[src/rtl/prog_loader_if.sv]
// Byte-stream and memory-write bundle between the boot loader and its surroundings.
// The master side feeds bytes and observes the writes; the slave side is the loader itself.
interface prog_loader_if #(
    parameter int ADDR_W = 11,
    parameter int DATA_W = 16
) ();
    logic [7:0]        rx_data;
    logic              rx_valid;
    logic              rx_ready;
    logic              mem_wen;
    logic [ADDR_W-1:0] mem_addr;
    logic [DATA_W-1:0] mem_din;
    logic              cpu_reset;
    logic              done;
    logic              error;
    logic [ADDR_W:0]   words_loaded;

    modport master (
        output rx_data, rx_valid,
        input  rx_ready, mem_wen, mem_addr, mem_din, cpu_reset, done, error, words_loaded
    );

    modport slave (
        input  rx_data, rx_valid,
        output rx_ready, mem_wen, mem_addr, mem_din, cpu_reset, done, error, words_loaded
    );
endinterface

[src/rtl/prog_loader.sv]
// Boot-time loader: parses a SYNC/LEN/data/CHK byte frame and writes words into main memory,
// holding the CPU in reset until a frame with a good checksum has been stored.
module prog_loader #(
    parameter int         ADDR_W = 11,
    parameter int         DATA_W = 16,
    parameter int         DEPTH  = 2048,
    parameter logic [7:0] SYNC   = 8'hA5
) (
    input  logic          clk,
    input  logic          reset,
    prog_loader_if.slave  bus
);
    typedef enum logic [3:0] {
        IDLE, LEN_H, LEN_L, D_HI, D_LO, WRITE, CHECK, DONE, ERROR
    } state_t;

    localparam logic [16:0] DEPTH_L = 17'(DEPTH);

    state_t      state;
    logic [15:0] len;
    logic [7:0]  chk;
    logic        accept;
    logic [15:0] len_next;
    logic [16:0] words_next;

    assign accept     = bus.rx_valid && bus.rx_ready;
    assign len_next   = {len[15:8], bus.rx_data};
    assign words_next = 17'(bus.words_loaded) + 17'd1;

    // rx_ready is updated alongside every transition so it always reflects the state being entered
    always_ff @(posedge clk) begin
        if (reset) begin
            state            <= IDLE;
            len              <= '0;
            chk              <= '0;
            bus.rx_ready     <= 1'b0;
            bus.mem_wen      <= 1'b0;
            bus.mem_addr     <= '0;
            bus.mem_din      <= '0;
            bus.cpu_reset    <= 1'b1;
            bus.done         <= 1'b0;
            bus.error        <= 1'b0;
            bus.words_loaded <= '0;
        end else begin
            case (state)
                IDLE: begin
                    bus.rx_ready <= 1'b1;
                    if (accept && bus.rx_data == SYNC) begin
                        state <= LEN_H;
                        chk   <= '0;
                    end
                end
                LEN_H: begin
                    if (accept) begin
                        len[15:8] <= bus.rx_data;
                        chk       <= chk ^ bus.rx_data;
                        state     <= LEN_L;
                    end
                end
                LEN_L: begin
                    if (accept) begin
                        len <= len_next;
                        chk <= chk ^ bus.rx_data;
                        if (len_next == 16'd0 || {1'b0, len_next} > DEPTH_L) begin
                            state        <= ERROR;
                            bus.rx_ready <= 1'b0;
                            bus.error    <= 1'b1;
                        end else begin
                            state <= D_HI;
                        end
                    end
                end
                D_HI: begin
                    if (accept) begin
                        bus.mem_din[DATA_W-1 -: 8] <= bus.rx_data;
                        chk                        <= chk ^ bus.rx_data;
                        state                      <= D_LO;
                    end
                end
                D_LO: begin
                    if (accept) begin
                        bus.mem_din[7:0] <= bus.rx_data;
                        chk              <= chk ^ bus.rx_data;
                        state            <= WRITE;
                        bus.rx_ready     <= 1'b0;
                        bus.mem_wen      <= 1'b1;
                    end
                end
                WRITE: begin
                    bus.mem_wen      <= 1'b0;
                    bus.rx_ready     <= 1'b1;
                    bus.mem_addr     <= bus.mem_addr + 1'b1;
                    bus.words_loaded <= bus.words_loaded + 1'b1;
                    if (words_next == {1'b0, len}) begin
                        state <= CHECK;
                    end else begin
                        state <= D_HI;
                    end
                end
                CHECK: begin
                    if (accept) begin
                        bus.rx_ready <= 1'b0;
                        if (bus.rx_data == chk) begin
                            state         <= DONE;
                            bus.done      <= 1'b1;
                            bus.cpu_reset <= 1'b0;
                        end else begin
                            state     <= ERROR;
                            bus.error <= 1'b1;
                        end
                    end
                end
                DONE: begin
                    bus.rx_ready <= 1'b0;
                end
                ERROR: begin
                    bus.rx_ready <= 1'b0;
                end
                default: begin
                    state        <= IDLE;
                    bus.rx_ready <= 1'b0;
                    bus.mem_wen  <= 1'b0;
                end
            endcase
        end
    end
endmodule

[src/flat_wrapper.sv]
// flat-port wrapper written by rule: the top's interface ports become plain ports
module prog_loader_flat 
#(
    parameter int         ADDR_W = 11,
    parameter int         DATA_W = 16,
    parameter int         DEPTH  = 2048,
    parameter logic [7:0] SYNC   = 8'hA5
)
  (clk, reset, bus_rx_data, bus_rx_valid, bus_rx_ready, bus_mem_wen, bus_mem_addr, bus_mem_din, bus_cpu_reset, bus_done, bus_error, bus_words_loaded);
  prog_loader_if #(.ADDR_W(ADDR_W), .DATA_W(DATA_W)) bus_i ();
  input  logic clk;
  input  logic reset;
  input wire logic [$bits(bus_i.rx_data)-1:0] bus_rx_data;
  input wire logic [$bits(bus_i.rx_valid)-1:0] bus_rx_valid;
  output wire logic [$bits(bus_i.rx_ready)-1:0] bus_rx_ready;
  output wire logic [$bits(bus_i.mem_wen)-1:0] bus_mem_wen;
  output wire logic [$bits(bus_i.mem_addr)-1:0] bus_mem_addr;
  output wire logic [$bits(bus_i.mem_din)-1:0] bus_mem_din;
  output wire logic [$bits(bus_i.cpu_reset)-1:0] bus_cpu_reset;
  output wire logic [$bits(bus_i.done)-1:0] bus_done;
  output wire logic [$bits(bus_i.error)-1:0] bus_error;
  output wire logic [$bits(bus_i.words_loaded)-1:0] bus_words_loaded;
  assign bus_i.rx_data = bus_rx_data;
  assign bus_i.rx_valid = bus_rx_valid;
  assign bus_rx_ready = bus_i.rx_ready;
  assign bus_mem_wen = bus_i.mem_wen;
  assign bus_mem_addr = bus_i.mem_addr;
  assign bus_mem_din = bus_i.mem_din;
  assign bus_cpu_reset = bus_i.cpu_reset;
  assign bus_done = bus_i.done;
  assign bus_error = bus_i.error;
  assign bus_words_loaded = bus_i.words_loaded;
  prog_loader #(.ADDR_W(ADDR_W), .DATA_W(DATA_W), .DEPTH(DEPTH), .SYNC(SYNC)) u_core (.clk(clk), .reset(reset), .bus(bus_i));
endmodule
[config.mk]
export PLATFORM = sky130hd
export DESIGN_NAME = prog_loader_flat
export DESIGN_NICKNAME = d
export VERILOG_FILES = /design/src/rtl/prog_loader_if.sv /design/src/rtl/prog_loader.sv /design/src/flat_wrapper.sv
export SDC_FILE = /design/constraint.sdc
export NUM_CORES = 1
export LEC_CHECK = 0
export ABC_AREA = 1
export BUFFER_PORTS_ARGS = -buffer_cell sky130_fd_sc_hd__buf_2
export CAP_MARGIN = 0
export CORE_MARGIN = 1.5
export CORE_UTILIZATION = 42
export CTS_BUF_LIST = sky130_fd_sc_hd__clkbuf_2 sky130_fd_sc_hd__clkbuf_4 sky130_fd_sc_hd__clkbuf_8
export CTS_CLUSTER_SIZE = 30
export DETAILED_ROUTE_END_ITERATION = 10
export PLACE_DENSITY_LB_ADDON = 0.25
export SETUP_SLACK_MARGIN = 0.05
export SYNTH_ARGS = -nofsm -noshare
export SYNTH_HDL_FRONTEND = slang
export SYNTH_SLANG_ARGS = --single-unit
[constraint.sdc]
create_clock -name clk -period 3.7 [get_ports clk]
set_input_delay 0 -clock clk [delete_from_list [all_inputs] [get_ports clk]]
set_output_delay 0 -clock clk [all_outputs]
set_load 0.02 [all_outputs]
======== Yosys cells after proc, flatten, opt, wreduce, memory -nomap -nowiden ========
Index checks and enable logic that the tools add are counted.
operators by class
  $add $sub $neg .......................... 3
  equality and inequality tests ........... 21
  order comparisons ....................... 1
  muxes and demuxes ....................... 26
  bitwise gates (word level) .............. 5
  reduce and logical (&&, ||, !) cells .... 23
operator list
  cell                   count
  $mux 4                 8
  $pmux 4 s8             1
  $pmux 8 s2             2
  $mux 8                 3
  $ne 2x1->1 const B     9
  $eq 17x16->1           1
  $eq 4x3->1 const B     4
  $gt 16x12->1 const B   1
  $logic_not 16->1       1
  $add 12x1->13 const B  1
  $add 12x1->12 const B  1
  $add 11x1->11 const B  1
  $reduce_and 3->1       3
  $eq 4x2->1 const B     2
  $eq 8x8->1             1
  $eq 8x8->1 const B     1
  $mux 1                 8
  $reduce_and 2->1       4
  $reduce_or 2->1        4
  $xor 8x8->8            1
  $reduce_and 7->1       1
  $reduce_or 7->1        1
  $reduce_and 5->1       1
  $eq 4x1->1 const B     1
  other kinds (12)       18
storage, ports and cells
  register bits after elaboration ......... 72

======== Depth between registers and ports, before layout ========
Gate-level depths: netlist of run 1.
  depth in word-level cells ............... 5
  mapped depth ............................ 16
  mapped depth without buffers ............ 16

======== Least setup slack after synthesis of run 1 ========
OpenSTA, ideal clock, no wires.
  path kind ............................... reg-to-reg
  from .................................... reg u_core.bus.words_loaded[0]
  to ...................................... reg u_core.state[0]
  arrival time ............................ 1.670 ns
  period minus slack after synthesis ...... 1.801 ns
  cell stages (with the launch flop) ...... 15
  data required time ...................... 3.569 ns
  path slack .............................. 1.899 ns
  setup time .............................. 0.131 ns
  path through ............................ dfxtp_1 > ha_1 > nand3_1 > nor2_2 > nand2_1 > nand3_1 > nand2_1 > nor2_1 > nand2_1 > nor2_1 > nand2_1 > nand2_1 > nand2_1 > nand2_1 > a21oi_2
between the ends
  cells in the longest elaborated chain, start to end .. 4
RTL lines
  what                    line                  source
  start, declared         prog_loader_if.sv:25  output rx_ready, mem_wen, mem_addr, mem_din, cpu_reset, done, error, words_loaded
  start signal, assigned  prog_loader.sv:93     bus.words_loaded <= bus.words_loaded + 1'b1;
  $add 12x1->13           prog_loader.sv:28     assign words_next = 17'(bus.words_loaded) + 17'd1;
  $eq 17x16->1            prog_loader.sv:94     if (words_next == {1'b0, len}) begin
  $mux 3                  prog_loader.sv:94
  $pmux 4 s8              prog_loader.sv:45     case (state)
  end signal, assigned    prog_loader.sv:49     state <= LEN_H;
  end signal, assigned    prog_loader.sv:95     state <= CHECK;
  end signal, assigned    prog_loader.sv:97     state <= D_HI;
  end, declared           prog_loader.sv:19     state_t state;
No other way between the ends.
A chain may end at the register's enable or synchronous reset.

======== Final worst setup path of run 1 ========
  from .................................... reg u_core.bus.rx_ready
  to ...................................... reg u_core.state[1]
between the ends
  cells in the longest elaborated chain, start to end .. 4
RTL lines
  what                            line                  source
  start, declared                 prog_loader_if.sv:25
  start signal, assigned          prog_loader.sv:36     bus.rx_ready <= 1'b0;
  start signal, assigned          prog_loader.sv:47     bus.rx_ready <= 1'b1;
  start signal, assigned          prog_loader.sv:66     bus.rx_ready <= 1'b0;
  $logic_and 1x1->1 (*)           prog_loader.sv:26     assign accept = bus.rx_valid && bus.rx_ready;
  $logic_and 1x1->1               prog_loader.sv:48     if (accept && bus.rx_data == SYNC) begin
  $ne 2x1->1 (no line)            n/a
  $reduce_and 7->1 (no line) (*)  n/a
  end signal, assigned            prog_loader.sv:33     state <= IDLE;
  end signal, assigned            prog_loader.sv:49
  end signal, assigned            prog_loader.sv:57     state <= LEN_L;
Every way passes the cells marked *; elsewhere a longest branch is shown, timed or not.

==> results of run 1 <==
-- state kept, by name, indices dropped and copies added (netlist names) --
register / cells
u_core.bus.cpu_reset: 1
u_core.bus.done: 1
u_core.bus.error: 1
u_core.bus.mem_addr: 11
u_core.bus.mem_din: 16
u_core.bus.mem_wen: 1
u_core.bus.rx_ready: 1
u_core.bus.words_loaded: 12
u_core.chk: 8
u_core.len: 16
u_core.state: 4
-- cells in the final DEF (no fill, tap or decap), types with 4 or more instances in the layout --
cell	count
o21ai_0	31
nor2_2	5
xnor2_1	4
a21oi_1	63
dfxtp_1	72
inv_2	4
buf_2	54
inv_1	59
nand3_1	48
xor2_1	5
nand3_2	5
nand4_1	5
clkbuf_8	10
nor3_1	6
nor2_1	45
nand3b_1	5
nand2_1	123
nor3_2	4
-- cell families after synthesis --
family	after synthesis	share of synthesized area (%)
DFF	72	39.6
and+or+nand+nor	255	32.6
adders and majority gates	2	0.688
AOI/OAI and AO/OA	107	16.0
buffers and inverters	83	8.91
xor gates and xnor gates	9	2.17
-- through the flow --
stage	hold WS [ns]	setup WS (ns)
global route	0.0157	1.45
finish	0.0278	1.69
detailed placement	0.358	1.70
floorplan	0.165	1.90
CTS	0.0158	1.68
global placement	0.347	1.79
-- cell type report --
cell class                      count  area (um^2)  share of cell area (%)
Clock buffer                       11          145                    3.45
Clock inverter                      5         62.6                    1.49
Inverter                           67          260                    6.19
Multi-Input combinational cell    373         1870                    44.6
Sequential cell                    72         1440                    34.3
Tap cell                          105          131                    3.13
Timing Repair Buffer               56          288                    6.85
-- worst max-delay path: stages (launching register included) --
cell and delay, ns:
dfxtp_1 0.35, nand2_1 0.14, inv_1 0.54, nor2_1 0.16, nor3_2 0.24, nand3_2 0.17, nor2_4 0.15, nand2_1 0.06
a21oi_1 0.11
-- worst paths after layout --
check | end | slack [ns] | cells past startpoint
max | u_core.state[1]$_SDFFE_PP0P_ | 1.69 | 8
min | u_core.bus.mem_din[12]$_SDFFE_PP0P_ | 0.03 | 3
max reg2reg | u_core.state[1]$_SDFFE_PP0P_ | 1.69 | 8
min reg2reg | u_core.bus.cpu_reset$_SDFFE_PP1P_ | 0.45 | 2
-- routing by layer --
metal | vias up | part of all wire, % | track usage (%)
met5 | - | 0 | 0
met4 | 0 | 0.73 | 6.37
met3 | 5 | 6.2 | 4.50
met2 | 91 | 45 | 32.7
met1 | 1553 | 49 | 27.9
li1 | 1816 | - | -
-- timing repair --
item                                   in CTS  in global routing
endpoints found under the hold margin       2                  0
hold buffers                                1                  0
setup buffers                               0                  0
-- power breakdown --
group	internal, W	switching, W
Sequential	0.000791	0.0000194
Combinational	0.0000802	0.000182
Clock	0.000342	0.000304
Total	0.00121	0.000506
==> impl_metrics.json, run 1 <==
{
  "reg2reg_from": "u_core.bus.rx_ready$_SDFFE_PP0P_",
  "relSlewSlack_pct": 46.1,
  "syn_inst": 528,
  "hold_start": "bus_rx_data[4]",
  "cp_max_fo": 24,
  "dp_hpwl_um": 6550,
  "cp-start-kind": "register",
  "place_congestion": 0.835,
  "postSynth.asyncResetShare_pct": 0,
  "h-tree-depth": 3,
  "grt_pass1_vias": 3192,
  "cts_root_buffer": "clkbuf_8",
  "yosysWarnings": 0,
  "final_hold_viol_count": 0,
  "skew_ns": 0.0101,
  "track_usage_pct": 20.6,
  "max-cap-violations": 0,
  "netlist_top_cells_count": "nand2_1, dfxtp_1, a21oi_1, inv_1, nand3_1",
  "antenna_cells": 0,
  "die_x_um": 96.1,
  "fin_crit_sh_pct": 54.4,
  "max_freq_mhz": 497,
  "grt_max_degree": 45,
  "cts_inserted_buffers": 9,
  "finalSetupTns_ns": 0,
  "portBuffers": 54,
  "finalSetupViolations": 0,
  "clock-sinks": 72,
  "routed_via_density": 5.03,
  "ant_nets": 0,
  "crit_required_ns": 3.97,
  "peakVddDrop_v": 0.000213,
  "first_pass_iters": 4,
  "criticalPathCategory": "reg2reg",
  "critPathArrivalTime_ns": 2.28,
  "min_period_ns": 2.01,
  "syn_to_final_growth_pct": 15.5,
  "rsz0062_at_grt": "false",
  "grt_pass1_wl_um": 14800,
  "path_clk_slew_ns": 0.08,
  "stdcell_count": 689,
  "synth_cell_type_count": 39,
  "wl_um": 9040,
  "start_util_pct": 43.8,
  "cellLeakagePower_nw": 1.74,
  "final_max_slew_viol_count": 0,
  "crit_start": "u_core.bus.rx_ready$_SDFFE_PP0P_",
  "placed_cells": 672,
  "nNetsFinal": 592,
  "worst_pin_slew_ns": 0.807,
  "drc": 0,
  "cts_tree": "built",
  "std_cell_rows": 33,
  "pin_count": 55,
  "synthTopCellsByArea": "dfxtp_1, nand2_1, a21oi_1",
  "synth.yosys.seq_area_share_pct": 39.6,
  "synth.largest_area_cell": "dfxtp_1",
  "synth_nets": 541,
  "critPathCaptureType": "register",
  "layout-drive-gt1-share_pct": 18.0,
  "synth_seq_cells": 72,
  "synth_top_area_share_pct": 39.6,
  "synthFlopType": "dfxtp_1",
  "clockBufferDepth": 2,
  "final_util_pct": 50.6,
  "final_cell_area_mm2": 0.00420,
  "wl_per_cell_um": 13.1,
  "core_area_mm2": 0.00830,
  "antenna_found_initial": 0,
  "power_density_mw_per_mm2": 409,
  "dieArea_mm2": 0.00923,
  "globalRouteOverflowTotal": 0,
  "hold_path_class": "in2reg",
  "vias": 3465,
  "status": "completed",
  "synth_area_per_cell_um2": 6.89,
  "nFillCells": 865,
  "synth_most_common_cell": "nand2_1",
  "cts-resized-gates": 0,
  "synth_area_mm2": 0.00364,
  "drt_iter0_markers": 160,
  "p_total_w": 0.00172,
  "synth_edf_count": 0,
  "clock_latency_ns": 0.34,
  "die_h_um": 96.1,
  "dpl_cell_area_mm2": 0.00398
}
Power figures use the tool's default switching activity.
==> run 2: changes to the inputs <==
clock period = 1.76 ns   (was 3.7 ns; I/O delays follow)
==> run 2 against run 1 <==
Compared with the run above:
- clock-buffer cell count shrank 2
- cell area rose by 6.3%
- utilization rose by 3.2 points
- clock power grew 130%
- power rose by 120%
- non-clock buffer count increased by 16
- critical path type unchanged
- cell count is 2.3% higher
- sequential cell count unchanged
- sequential share of layout area shrank 1.5 points
==> impl_metrics.json, run 2 (synthesis gave the netlist of run 1 again) <==
{
  "cts_inserted_buffers": 9,
  "pin_count": 55,
  "first_pass_iters": 4,
  "cp_cell_sequence": "nor2_4 > inv_1 > nor2_2 > nor2_2 > a21oi_2 > nand2_4 > clkinv_4 > nand3_1 > a21oi_1",
  "hold_path_class": "in2reg",
  "final_max_slew_viol_count": 0,
  "placed_cells": 683,
  "slowest_delay_ns": 0.42,
  "peakVddDrop_v": 0.000577,
  "ant_nets": 0,
  "clock-sinks": 72,
  "fin_crit_sh_pct": 97.0,
  "cts_tree": "built",
  "final_util_pct": 53.8,
  "dp_hpwl_um": 6600,
  "rsz0062_at_grt": "true",
  "max_freq_mhz": 586,
  "timing.critical_path.buf_inv": 2,
  "crit_required_ns": 2.04,
  "place_ws_ns": -0.0422,
  "fin_ws_ns": 0.0526,
  "worst_pin_slew_ns": 0.488,
  "place_congestion": 0.840,
  "skew_ns": 0.0109,
  "cp_top_family": "simple AND/OR/NAND/NOR gates",
  "nFillCells": 826,
  "critPathArrivalTime_ns": 1.98,
  "path_clk_slew_ns": 0.09,
  "grt_pass1_wl_um": 15500,
  "cp-start-kind": "register",
  "antenna_found_initial": 0,
  "h-tree-depth": 3,
  "antenna_cells": 0,
  "die_h_um": 96.1,
  "grt_max_degree": 44,
  "routed_via_density": 5.13,
  "min_period_ns": 1.71,
  "cts_root_buffer": "clkbuf_8",
  "finalSetupViolations": 0,
  "cellLeakagePower_nw": 1.90,
  "drt_iter0_markers": 210,
  "worst_path_most_repeated_cell": "nor2_2",
  "dpl_cell_area_mm2": 0.00407,
  "wl_per_cell_um": 13.4,
  "final_hold_viol_count": 0,
  "dieArea_mm2": 0.00923,
  "die_x_um": 96.1,
  "criticalPathCategory": "reg2reg",
  "power_density_mw_per_mm2": 848,
  "reg_top3": "u_core.bus.mem_din x16, u_core.len x16, u_core.bus.words_loaded x12",
  "nNetsFinal": 608,
  "layout_common_cells": "nand2_1, a21oi_1, dfxtp_1",
  "final_common_cell": "nand2_1",
  "cp_max_fo": 9,
  "track_usage_pct": 21.6,
  "syn_to_final_growth_pct": 22.7,
  "max-cap-violations": 0,
  "core_area_mm2": 0.00830,
  "multi_input_area_mm2": 0.00197,
  "globalRouteOverflowTotal": 0,
  "portBuffers": 54,
  "ff_latch_area_mm2": 0.00146,
  "clock_latency_ns": 0.35,
  "relSlewSlack_pct": 67.5,
  "grt_pass1_vias": 3305,
  "drc": 0,
  "std_cell_rows": 33,
  "status": "completed",
  "wl_um": 9440,
  "stdcell_count": 705,
  "clockBufferDepth": 2,
  "p_total_w": 0.00379,
  "critPathCaptureType": "register",
  "final_cell_area_mm2": 0.00447,
  "vias": 3617,
  "layout-drive-gt1-share_pct": 23.5,
  "start_util_pct": 43.8,
  "critPathSlowestCell": "dfxtp_1"
}
==> run 2: cell types whose count changed in the layout (fill, tap and decap cells not counted), moves of 5 or more <==
cell     delta
buf_4      +12
dfxtp_2     +6
nand2_2     +5
dfxtp_1    -10
nand2_1     -5
==> run 2: worst register-to-register path: cells and delay by family, from the launching register on <==
| kind | cells | cell delay [ns] |
|---|---|---|
| AOI/OAI and AO/OA | 2 | 0.29 |
| buffers and inverters | 2 | 0.21 |
| DFF | 1 | 0.42 |
| and+or+nand+nor | 5 | 0.72 |
==> run 2: path summary, 6_finish.rpt <==
check / from / to / slack, ns / cells past startpoint
setup / recovery: u_core.state[0]$_SDFFE_PP0P_ / u_core.chk[4]$_SDFFE_PP0P_ / 0.05 / 9
hold / removal: bus_rx_data[0] / u_core.bus.mem_din[8]$_SDFFE_PP0P_ / 0.02 / 3
setup reg to reg: u_core.state[0]$_SDFFE_PP0P_ / u_core.chk[4]$_SDFFE_PP0P_ / 0.05 / 9
hold reg to reg: u_core.len[14]$_SDFFE_PP0P_ / u_core.len[14]$_SDFFE_PP0P_ / 0.46 / 2
==> run 2: final cells by class <==
type / instances / area share [%]
clock inverter: 7 / 2.30
inverter: 67 / 5.83
multi-input combinational: 373 / 44.0
tap: 105 / 2.94
sequential: 72 / 32.8
clock buffer: 9 / 2.77
timing repair buffer: 72 / 9.36
==> run 2: report_power, final <==
part	switching [W]	internal, W
combinational	0.000400	0.000190
sequential	0.0000417	0.00166
clock	0.000683	0.000813
total	0.00112	0.00266
==> run 2: what timing repair did <==
item                                   4_1_cts  5_1_grt
pin swaps                                    1        9
endpoints found under the hold margin        7        0
setup buffers                                0        1
resized for setup                            5       29
gates cloned                                 0        0
setup endpoints to repair                    3       29
hold buffers                                 5        0
==> run 2: metal layers <==
metal,global-route usage [%],vias to the layer above,wire (um)
met5,0,-,0
met4,6.00,0,89
met3,5.06,8,582
met2,34.1,106,4200
met1,29.3,1649,4570
li1,-,1854,-
==> run 2: metrics by stage <==
stage               hold slack, ns  TNS [ns]
global route                0.0196    -0.367
floorplan                    0.165         0
global placement             0.238         0
detailed placement           0.245   -0.0522
CTS                        0.00819         0
finish                      0.0168         0
==> run 3: changes to the inputs <==
RECOVER_POWER = 50   (was default)
==> run 3 against run 2 <==
Compared with the run above:
- worst setup slack improved by 0.012 ns
- utilization decreased by 0.41 points
- critical path depth unchanged
- via count decreased by 0.41%
- wire length about the same
==> impl_metrics.json, run 3 (synthesis gave the netlist of run 1 again) <==
{
  "critPathArrivalTime_ns": 1.97,
  "cellLeakagePower_nw": 1.79,
  "core_area_mm2": 0.00830,
  "routed_via_density": 5.11,
  "cp_max_fo": 9,
  "p_int_w": 0.00266,
  "p_comb_share_pct": 15.6,
  "dp_hpwl_um": 6600,
  "wl_um": 9440,
  "sw_frac_of_total_pct": 29.7,
  "die_x_um": 96.1,
  "grt_pass1_wl_um": 15500,
  "first_pass_iters": 4,
  "reg_top3": "u_core.bus.mem_din x16, u_core.len x16, u_core.bus.words_loaded x12",
  "syn_to_final_growth_pct": 21.8,
  "ant_nets": 0,
  "final_max_slew_viol_count": 0,
  "grt_pass1_vias": 3305,
  "hold_path_class": "in2reg",
  "finalSetupViolations": 0,
  "min_period_ns": 1.70,
  "max_freq_mhz": 590,
  "path_clk_slew_ns": 0.09,
  "dieArea_mm2": 0.00923,
  "die_h_um": 96.1,
  "antenna_found_initial": 0,
  "layout_common_cells": "nand2_1, a21oi_1, dfxtp_1",
  "cts_inserted_buffers": 9,
  "holdWs_ns": 0.0166,
  "grt_max_degree": 44,
  "rsz0062_at_grt": "true",
  "crit_end": "u_core.chk[4]$_SDFFE_PP0P_",
  "status": "completed",
  "final_common_cell": "nand2_1",
  "layout-drive-gt1-share_pct": 19.0,
  "track_usage_pct": 21.6,
  "power.share.sequential_pct": 44.9,
  "power_density_mw_per_mm2": 854,
  "ff2ff_setup_slack_ns": 0.06,
  "cp-start-kind": "register",
  "criticalPathCategory": "reg2reg",
  "nNetsFinal": 608,
  "start_util_pct": 43.8,
  "drt_iter0_markers": 234,
  "relSlewSlack_pct": 67.0,
  "std_cell_rows": 33,
  "worst_pin_slew_ns": 0.495,
  "rr_endpoint": "u_core.chk[4]$_SDFFE_PP0P_",
  "final_hold_viol_count": 0,
  "cts_root_buffer": "clkbuf_8",
  "clockPowerShare_pct": 39.5,
  "fin_crit_sh_pct": 96.3,
  "stdcell_count": 705,
  "crit_start": "u_core.state[0]$_SDFFE_PP0P_",
  "antenna_cells": 0,
  "placed_cells": 683,
  "pin_count": 55,
  "h-tree-depth": 3,
  "globalRouteOverflowTotal": 0,
  "ff2ff_path_depth": 9,
  "clock_latency_ns": 0.35,
  "max-cap-violations": 0,
  "portBuffers": 54,
  "cts_tree": "built",
  "critPathCaptureType": "register",
  "drc": 0,
  "reg2reg_from": "u_core.state[0]$_SDFFE_PP0P_",
  "clockBufferDepth": 2,
  "clock-sinks": 72,
  "peakVddDrop_v": 0.000582,
  "place_congestion": 0.840,
  "switchingPower_w": 0.00113,
  "wl_per_cell_um": 13.4,
  "crit_required_ns": 2.04,
  "min_path_cells": 3,
  "vias": 3602,
  "skew_ns": 0.0102
}
run 3: changes by cell type in the layout (fill, tap and decap cells not counted):
cell / before / now
buf_2: 54 / 27
clkbuf_1: 0 / 27
run 3: how the worst min path moves through the flow:
stage / startpoint / endpoint / slack, ns
after floorplan: bus_rx_data[2] / u_core.bus.mem_din[10]$_SDFFE_PP0P_ / 0.17
after global placement: reset / u_core.bus.cpu_reset$_SDFFE_PP1P_ / 0.24
after detailed placement: reset / u_core.bus.cpu_reset$_SDFFE_PP1P_ / 0.25
after CTS: bus_rx_data[0] / u_core.bus.mem_din[8]$_SDFFE_PP0P_ / 0.008
after global routing: bus_rx_data[5] / u_core.bus.mem_din[5]$_SDFFE_PP0P_ / 0.02
final: bus_rx_data[0] / u_core.bus.mem_din[8]$_SDFFE_PP0P_ / 0.02
run 3: stage by stage:
stage / area (um^2) / power, W / setup WS (ns) / setup TNS (ns) / utilization (%)
floorplan: 3640 / 0.00216 / 0.0723 / 0 / -
CTS: 4370 / 0.00379 / 0.0228 / 0 / 52.6
global route: 4430 / 0.00394 / -0.0631 / -0.367 / 53.4
detailed placement: 4070 / 0.00230 / -0.0422 / -0.0522 / 49.0
global placement: 4070 / 0.00229 / 0.00464 / 0 / 49.0
finish: 4430 / 0.00378 / 0.0648 / 0 / 53.4
run 3: cell type report:
| cell class | count | area [um^2] |
|---|---|---|
| Clock inverter | 7 | 103 |
| Timing Repair Buffer | 72 | 384 |
| Multi-Input combinational cell | 373 | 1970 |
| Sequential cell | 72 | 1460 |
| Fill cell | 841 | 3870 |
| Inverter | 67 | 260 |
| Clock buffer | 9 | 124 |
| Tap cell | 105 | 131 |
run 3: what timing repair did:
action	4_1_cts	5_1_grt
gates cloned	0	0
setup endpoints to repair	3	29
pin swaps	1	9
endpoints found under the hold margin	7	0
setup buffers	0	1
hold buffers	5	0
resized for setup	5	29
run 3: power groups by stage:
| stage | logic, W | clock network [W] | registers [W] |
|---|---|---|---|
| after floorplan | 0.000414 | 0 | 0.00174 |
| after global placement | 0.000553 | 0 | 0.00174 |
| after detailed placement | 0.000559 | 0 | 0.00174 |
| after CTS | 0.000566 | 0.00152 | 0.00170 |
| after global routing | 0.000649 | 0.00159 | 0.00170 |
| final | 0.000589 | 0.00150 | 0.00170 |
run 3: routing by layer:
layer	wire [um]	global-route usage, %	part of all wire [%]	vias up
li1	-	-	-	1852
met1	4550	29.3	48	1639
met2	4230	34.1	45	101
met3	550	5.06	5.8	10
met4	110	6.00	1.2	0
met5	0	0	0	-
run 3: critical path: stages (launching register included):
cell,delay (ns)
dfxtp_1,0.41
nor2_4,0.23
inv_1,0.10
nor2_2,0.21
nor2_2,0.07
a21oi_2,0.16
nand2_4,0.12
clkinv_4,0.11
nand3_1,0.07
a21oi_1,0.13
